### config.mk
export PLATFORM = sky130hd
export DESIGN_NAME = lsu_rsp_gather
export DESIGN_NICKNAME = d
export VERILOG_FILES = /design/src/rtl/lsu_rsp_gather.sv
export SDC_FILE = /design/constraint.sdc
export NUM_CORES = 2
export LEC_CHECK = 0
export BUFFER_PORTS_ARGS = -buffer_cell sky130_fd_sc_hd__buf_4
export CORE_MARGIN = 2
export CORE_UTILIZATION = 42
export DETAILED_ROUTE_END_ITERATION = 16
export SYNTH_ARGS = -nofsm -noshare
export SYNTH_HDL_FRONTEND = slang
export SYNTH_SLANG_ARGS = --single-unit
### constraint.sdc
create_clock -name clk -period 3.6 [get_ports clk]
set_input_delay 1.08 -clock clk [delete_from_list [all_inputs] [get_ports clk]]
set_output_delay 1.08 -clock clk [all_outputs]
set_load 0.01 [all_outputs]
### src/rtl/lsu_rsp_gather.sv
// lsu_rsp_gather: merges out-of-order per-lane load responses into one full-width writeback per tag
module lsu_rsp_gather #(
  parameter int NUM_LANES  = 4,
  parameter int DATA_WIDTH = 32,
  parameter int TAG_DEPTH  = 8,
  parameter int META_WIDTH = 48,
  parameter int IN_ORDER   = 0,
  parameter int TIMEOUT    = 0,
  localparam int TAG_BITS  = $clog2(TAG_DEPTH),
  localparam int DW        = NUM_LANES * DATA_WIDTH
) (
  input  logic                  clk,
  input  logic                  reset_n,
  input  logic                  alloc_valid,
  output logic                  alloc_ready,
  input  logic [NUM_LANES-1:0]  alloc_mask,
  input  logic [META_WIDTH-1:0] alloc_meta,
  output logic [TAG_BITS-1:0]   alloc_tag,
  input  logic                  rsp_valid,
  input  logic [TAG_BITS-1:0]   rsp_tag,
  input  logic [NUM_LANES-1:0]  rsp_mask,
  input  logic [DW-1:0]         rsp_data,
  output logic                  out_valid,
  input  logic                  out_ready,
  output logic [TAG_BITS-1:0]   out_tag,
  output logic [NUM_LANES-1:0]  out_mask,
  output logic [META_WIDTH-1:0] out_meta,
  output logic [DW-1:0]         out_data,
  output logic                  empty,
  output logic                  full,
  output logic [TAG_BITS:0]     count,
  output logic                  err_unexpected,
  output logic                  err_timeout
);
  typedef enum logic [1:0] {FREE, PEND, DONE, HELD} state_e;
  state_e                st   [TAG_DEPTH];
  logic [NUM_LANES-1:0]  rem  [TAG_DEPTH];
  logic [NUM_LANES-1:0]  msk  [TAG_DEPTH];
  logic [META_WIDTH-1:0] meta [TAG_DEPTH];
  logic [DW-1:0]         data [TAG_DEPTH];
  logic [TAG_BITS-1:0]   ord  [TAG_DEPTH];
  logic [TAG_BITS-1:0]   head, tail, sel;
  logic                  sel_ok, a_hs, a_fire, o_fire, load, r_pend, r_bad;
  logic [NUM_LANES-1:0]  r_rem;
  assign a_hs   = alloc_valid && alloc_ready;
  assign a_fire = a_hs && |alloc_mask;
  assign o_fire = out_valid && out_ready;
  assign load   = !out_valid || out_ready;
  assign r_pend = st[rsp_tag] == PEND;
  assign r_rem  = rem[rsp_tag] & ~rsp_mask;
  assign r_bad  = rsp_valid && (!r_pend || |(rsp_mask & ~rem[rsp_tag]));
  assign empty  = count == '0;
  assign full   = count == (TAG_BITS+1)'(TAG_DEPTH);
  always_comb begin
    alloc_ready = 1'b0;
    alloc_tag   = '0;
    for (int i = TAG_DEPTH-1; i >= 0; i--)
      if (st[i] == FREE) begin
        alloc_ready = 1'b1;
        alloc_tag   = TAG_BITS'(i);
      end
  end
  // in-order mode only ever offers the oldest live allocation
  always_comb begin
    sel_ok = 1'b0;
    sel    = '0;
    for (int i = TAG_DEPTH-1; i >= 0; i--)
      if (st[i] == DONE) begin
        sel_ok = 1'b1;
        sel    = TAG_BITS'(i);
      end
    if (IN_ORDER != 0) begin
      sel    = ord[head];
      sel_ok = st[ord[head]] == DONE;
    end
  end
  always_ff @(posedge clk or negedge reset_n)
    if (!reset_n) begin
      for (int i = 0; i < TAG_DEPTH; i++) begin
        st[i]   <= FREE;
        rem[i]  <= '0;
        msk[i]  <= '0;
        meta[i] <= '0;
        data[i] <= '0;
        ord[i]  <= '0;
      end
      head           <= '0;
      tail           <= '0;
      count          <= '0;
      out_valid      <= 1'b0;
      out_tag        <= '0;
      out_mask       <= '0;
      out_meta       <= '0;
      out_data       <= '0;
      err_unexpected <= 1'b0;
    end else begin
      if (rsp_valid && r_pend) begin
        rem[rsp_tag] <= r_rem;
        if (r_rem == '0) st[rsp_tag] <= DONE;
        for (int j = 0; j < NUM_LANES; j++)
          if (rsp_mask[j] && rem[rsp_tag][j])
            data[rsp_tag][j*DATA_WIDTH +: DATA_WIDTH] <= rsp_data[j*DATA_WIDTH +: DATA_WIDTH];
      end
      if (a_fire) begin
        st[alloc_tag]   <= PEND;
        rem[alloc_tag]  <= alloc_mask;
        msk[alloc_tag]  <= alloc_mask;
        meta[alloc_tag] <= alloc_meta;
        data[alloc_tag] <= '0;
        ord[tail]       <= alloc_tag;
        tail            <= tail + TAG_BITS'(1);
      end
      if (load) begin
        out_valid <= sel_ok;
        if (sel_ok) begin
          st[sel]  <= HELD;
          out_tag  <= sel;
          out_mask <= msk[sel];
          out_meta <= meta[sel];
          out_data <= data[sel];
          if (IN_ORDER != 0) head <= head + TAG_BITS'(1);
        end
      end
      if (o_fire) st[out_tag] <= FREE;
      count          <= count + (TAG_BITS+1)'(a_fire) - (TAG_BITS+1)'(o_fire);
      err_unexpected <= err_unexpected | r_bad;
    end
  if (TIMEOUT > 0) begin : g_wd
    localparam int WW = $clog2(TIMEOUT + 1);
    logic [WW-1:0] wd;
    logic          quiet;
    assign quiet = !(a_hs || rsp_valid || o_fire || empty);
    always_ff @(posedge clk or negedge reset_n)
      if (!reset_n) begin
        wd          <= '0;
        err_timeout <= 1'b0;
      end else begin
        wd          <= !quiet ? '0 : (wd == WW'(TIMEOUT) ? wd : wd + WW'(1));
        err_timeout <= err_timeout | (quiet && wd == WW'(TIMEOUT - 1));
      end
  end else begin : g_no_wd
    assign err_timeout = 1'b0;
  end
endmodule

# == After elaboration in Yosys (flattened, before gate mapping) ==
# Index checks and enable logic that the tools add are counted.
# totals
regBits,1677
latchBits,0
mem_bits_rw,0
romBits,0
inputBits,192
out_inout_bits,196
wordCells,213
mem_count,0
# classes
add_sub_neg,2
multipliers,0
div,0
n_lt_le_gt_ge,8
eq_ne,10
n_shift,0
n_mux,96
n_bitwise,20
reduce_logical,30
# ops
operator,n
$mux 1024,9
$bwmux 1024,4
$demux 128 s3,5
$and 1024x1024->1024,1
$not 1024->1024,1
$mux 128,4
$bmux 128 s3,1
$bwmux 384,1
$bmux 48 s3,1
$demux 48 s3,1
$mux 48,3
$bwmux 32,3
$mux 16,6
$mux 32,3
$mux 96,1
$mux 64,1
$mux 3,16
$bmux 4 s3,2
$demux 2 s3,4
$demux 4 s3,2
$mux 4,6
$and 16x16->16,1
$and 8x8->8,2
$eq 2x2->1 const B,8
other kinds (24),80

# == Depth between registers and ports, before layout ==
# depth
depth_word,22
depth_mapped,12
mapped_depth_nobuf,10

# == Least setup slack after synthesis ==
# OpenSTA, ideal clock, no wires.
# synth_path
path_kind,input -> register
start,in rsp_tag[2]
end,reg st[14] (netlist name)
setup_ns,0.123
arrival_time_ns,3.081
t_required_ns,3.477
setup_slack_ns,0.396
cell_stages,10
n_path_buf,4
cell_sequence,buf_6 -> buf_6 -> buf_6 -> mux2i_1 -> o22ai_1 -> a211o_1 -> and2_1 -> buf_6 -> or4_4 -> o221a_1
# synth_between
elab_chain_cells,16
word_cells_on_any_way,27
cone_classes,order compare: 2; eq/ne: 1; mux: 14; bitwise: 7; reduce/logical: 3
# synth_lines
element,line_no,text
from (decl),20,"input logic [TAG_BITS-1:0] rsp_tag,"
$not 3->4 (implied by the code) (*),"49, 50, 99",
$ge 4x4->1 (implied by the code) / $lt 4x1->1 (equally long branches),99,if (r_rem == '0) st[rsp_tag] <= DONE;
$logic_and 1x1->1 (implied by the code),99,
$mux 2 (implied by the code),99,
$demux 2 s3,99,
$not 8->8 (no line),-,
$and 8x8->8 (no line),-,
$mux 16,99,
$mux 16 (*),97,if (rsp_valid && r_pend) begin
$or 8x8->8 (no line),-,
$mux 16 (*),104,if (a_fire) begin
$or 16x16->16 (no line),-,
$mux 16,115,if (sel_ok) begin
$mux 16 (*),113,if (load) begin
$and 16x16->16 (no line),-,
$mux 16 (*),124,if (o_fire) st[out_tag] <= FREE;
"to (signal, indexed assignment)",105,st[alloc_tag] <= PEND;
"to (signal, indexed assignment)",116,st[sel] <= HELD;
"to (signal, indexed assignment)",124,
to (decl),36,state_e st [TAG_DEPTH];
# Every way passes the cells marked *; elsewhere a longest branch is shown, timed or not. The select of a mux whose other input is x is not followed.
# A chain may end at the register's enable or synchronous reset.

# == Final worst setup path ==
# layout_path
start,reg st[8] (netlist name)
end,out alloc_ready
# layout_between
elab_chain_cells,5
# layout_lines
element,line_no,text
"from (signal, indexed assignment)",80,st[i] <= FREE;
"from (signal, indexed assignment)",99,
"from (signal, indexed assignment)",105,
$logic_not 2->1,58,if (st[i] == FREE) begin
$mux 1 (4 in series),58,
to (decl),15,"output logic alloc_ready,"
# Every way passes these cells.

==> flow_metrics.env <==
export IMPL_via_per_inst=6.03
export IMPL_fin_util=0.492
export IMPL_ys_seq_elements=1677
export IMPL_clockBufferDepth=3
export IMPL_drt_iter0_drc=6619
export IMPL_dp_cells=10400
export IMPL_status="finished clean"
export IMPL_setup_viol=0
export IMPL_wl_um=273000
export IMPL_rsz0062_at_grt="no"
export IMPL_die_w_um=432
export IMPL_cap_violations=0
export IMPL_timing_rr_end="out_data[89]"
export IMPL_portBuffers=386
export IMPL_p_leak_nw=42.1
export IMPL_start_kind="register"
export IMPL_first_global_vias=65000
export IMPL_dpl_hpwl_um=153000
export IMPL_p_comb_frac=0.392
export IMPL_nets=8405
export IMPL_hold_viol_final=0
export IMPL_start_util=0.422
export IMPL_cp_num_cells=4
export IMPL_htree_levels=4
export IMPL_arrival_ns=2.46
export IMPL_design_area_sq_mm=0.0899
export IMPL_skew_ns=0.0446
export IMPL_num_io_pins=388
export IMPL_root_buffer="clkbuf_16"
export IMPL_drv_slew=0
export IMPL_fmax_mhz=283
export IMPL_synth_area_per_cell_sq_um=9.39
export IMPL_synth_nets=8410
export IMPL_crit_chain="o22a_1 -> or3b_1 -> nand2b_2 -> buf_4"
export IMPL_min_period_ns=3.54
export IMPL_hp_class="input pin to async pin"
export IMPL_antenna_found_initial=45
export IMPL_switching_share=0.392
export IMPL_period_share=0.983
export IMPL_yosysWarnings=0
export IMPL_synth_enable_flop_cells=0
export IMPL_cts_tree="yes"
export IMPL_ir_worst_vdd_mv=1.34
export IMPL_critPathCaptureType="output port"
export IMPL_max_stage_delay_ns=0.50
export IMPL_power_density_mw_per_mm2=884
export IMPL_clock_sinks=1677
export IMPL_path_class="register to output port"
export IMPL_cts_buffers=186
export IMPL_worst_slew_pin_slew_ns=1.20
export IMPL_seq_area_sq_mm=0.0420
export IMPL_globalplace_congestion=0.864
export IMPL_nFillCells=16700
export IMPL_power_total_w=0.0795
export IMPL_synth_main_ff_cell="dfrtp_1"
export IMPL_clk_pin_slew_worst_paths_ns=0.06
export IMPL_fp_dieArea_sq_mm=0.187
export IMPL_path_buf_inv=1
export IMPL_grt_ovfl_total=0
export IMPL_finalNonFillerCells=10800
export IMPL_p_seq_frac=0.360
export IMPL_p_sw_w=0.0312
export IMPL_postPlaceCellArea_sq_mm=0.0835
export IMPL_critPathMaxFanout=5
export IMPL_p_int_w=0.0484
export IMPL_multi_input_area_sq_mm=0.0318
export IMPL_grt_pass1_wl_um=415000
export IMPL_ant_nets=0
export IMPL_path_delay_family="simple AND/OR/NAND/NOR gates"
export IMPL_synthToLayoutAreaGrowth_pct=16.7
export IMPL_holdWs_ns=0.145
export IMPL_slowest_stage="dfrtp_1"
export IMPL_dr_total_vias=64900
export IMPL_synthArstFlopShare=1.00
export IMPL_ys_seq_area_frac=0.545
export IMPL_clk_latency_ns=0.86
export IMPL_power_frac_clock=0.249
export IMPL_required_ns=2.52
export IMPL_syn_inst=8211
export IMPL_drc=0
export IMPL_postCtsSetupRepairBufs=0
export IMPL_grt_max_degree=151
export IMPL_relSlewSlack=0.198
export IMPL_core_region_area_sq_mm=0.183
export IMPL_die_height_um=432
export IMPL_syn_area_sq_mm=0.0771
export IMPL_r2r_slack_ns=0.59
export IMPL_wl_per_cell_um=25.3
export IMPL_synth_cell_types=77
export IMPL_rows=157
export IMPL_reg2reg_from="st[10]"
export IMPL_drive_above_1_share=0.161
export IMPL_firstDrtPassIters=8
export IMPL_grtUsageTotal=0.289
export IMPL_r2r_cells=6
==> per-layer routing <==
metal | global-route usage | part of all wire
met1 | 0.381 | 0.40
met3 | 0.0581 | 0.086
met2 | 0.460 | 0.47
met4 | 0.131 | 0.043
met5 | 0 | 0.00086
==> power groups by stage <==
stage / combinational [W] / sequential [W] / clock (W)
after floorplan: 0.0180 / 0.0279 / 0
after global placement: 0.0304 / 0.0286 / 0
after detailed placement: 0.0309 / 0.0288 / 0
after CTS: 0.0310 / 0.0285 / 0.0200
after global routing: 0.0333 / 0.0292 / 0.0209
final: 0.0312 / 0.0286 / 0.0198
==> cell usage in the layout (no fill, tap or decap), types with 8 or more instances in the layout <==
| cell | count |
|---|---|
| nor2b_1 | 13 |
| buf_4 | 505 |
| or3_1 | 8 |
| nor2_2 | 8 |
| bufinv_16 | 12 |
| clkbuf_16 | 189 |
| dfrtp_1 | 1676 |
| inv_1 | 22 |
| nor2_1 | 519 |
| nor3_4 | 12 |
| o22ai_1 | 9 |
| o311ai_1 | 178 |
| nand2b_1 | 12 |
| clkbuf_1 | 44 |
| clkinv_2 | 32 |
| clkbuf_8 | 48 |
| buf_12 | 143 |
| a21oi_1 | 693 |
| nand3_1 | 263 |
| o21ai_0 | 330 |
| a221oi_1 | 181 |
| mux2_2 | 145 |
| nand2_1 | 2397 |
| o21ai_1 | 37 |
| diode_2 | 28 |
| a221o_1 | 181 |
| mux2i_1 | 369 |
| o221a_2 | 180 |
==> how the worst max path moves through the flow <==
stage,startpoint,to
finish,st[8],alloc_ready
detailed placement,rsp_tag[2],data[969]
floorplan,rsp_tag[2],st[14]
global route,st[8],alloc_ready
CTS,st[8],alloc_ready
global placement,rsp_tag[2],data[972]
==> registers in the layout (all words and copies together), names as in the netlist <==
signal / cells
out_valid: 1
out_tag: 3
st: 16
rem: 32
msk: 32
count: 4
out_data: 128
out_meta: 48
out_mask: 4
err_unexpected: 1
data: 1024
meta: 384
==> cell families after synthesis <==
logic type / share of synthesized area
buffers and inverters: 0.0475
flip-flops: 0.545
XOR/XNOR: 0.000227
multiplexers: 0.0694
other: 0.0000487
AND/OR/NAND/NOR: 0.169
AO/OA/AOI/OAI: 0.168
adder cells (fa/ha/maj): 0.00123
==> final cells by class <==
| class | count | area share |
|---|---|---|
| clock buffers | 281 | 0.0618 |
| clock inverters | 60 | 0.00911 |
| repair buffers | 649 | 0.0743 |
| well taps | 2385 | 0.0332 |
| flip-flops and latches | 1677 | 0.467 |
| diodes | 28 | 0.000779 |
| inverters | 22 | 0.000918 |
| multi-input cells | 5670 | 0.353 |
==> synthesized netlist by cell type, types with 4 or more instances <==
cell type,count,area share
buf_2,173,0.011
nand2b_1,15,0.0012
buf_6,5,0.00073
nand3_1,267,0.017
and2_1,7,0.00057
clkbuf_1,576,0.028
a21oi_1,693,0.045
nor2b_1,13,0.0011
and3_1,6,0.00049
a221oi_1,181,0.021
nand2_1,2399,0.12
o22ai_1,9,0.00073
a221o_1,181,0.024
nor3_2,10,0.0013
a211oi_1,5,0.00049
o221a_2,180,0.026
nand4_1,4,0.00032
ha_1,6,0.00097
o21ai_1,40,0.0026
inv_1,22,0.0011
buf_1,43,0.0021
o21a_1,4,0.00039
o21ai_0,330,0.021
o311ai_1,178,0.020
nor3_1,8,0.00052
nor2_1,530,0.026
mux2i_1,369,0.048
a31oi_1,6,0.00049
dfrtp_1,1677,0.54
o22a_1,4,0.00045
buf_4,44,0.0043
nand3_2,4,0.00052
mux2_2,145,0.021
or3_1,9,0.00073
==> metrics by stage <==
stage	TNS (ns)	worst slack, ns
detailed placement	-0.0588	-0.0225
finish	0	0.0626
CTS	0	0.0349
global route	0	0.00314
floorplan	0	0.396
global placement	0	0.0651
==> worst register-to-register path: cells and delay by family (launching register included) <==
family / cells / cell delay [ns]
flops: 1 / 0.43
buf+inv: 1 / 0.28
simple gates: 3 / 1.03
compound gates: 2 / 1.17
==> what timing repair did <==
item	4_1_cts	5_1_grt
setup endpoints to repair	2	1
gates resized for setup	2	1
hold buffers	0	0
cloned	0	0
Note: power is estimated with default switching activity, not from simulation.
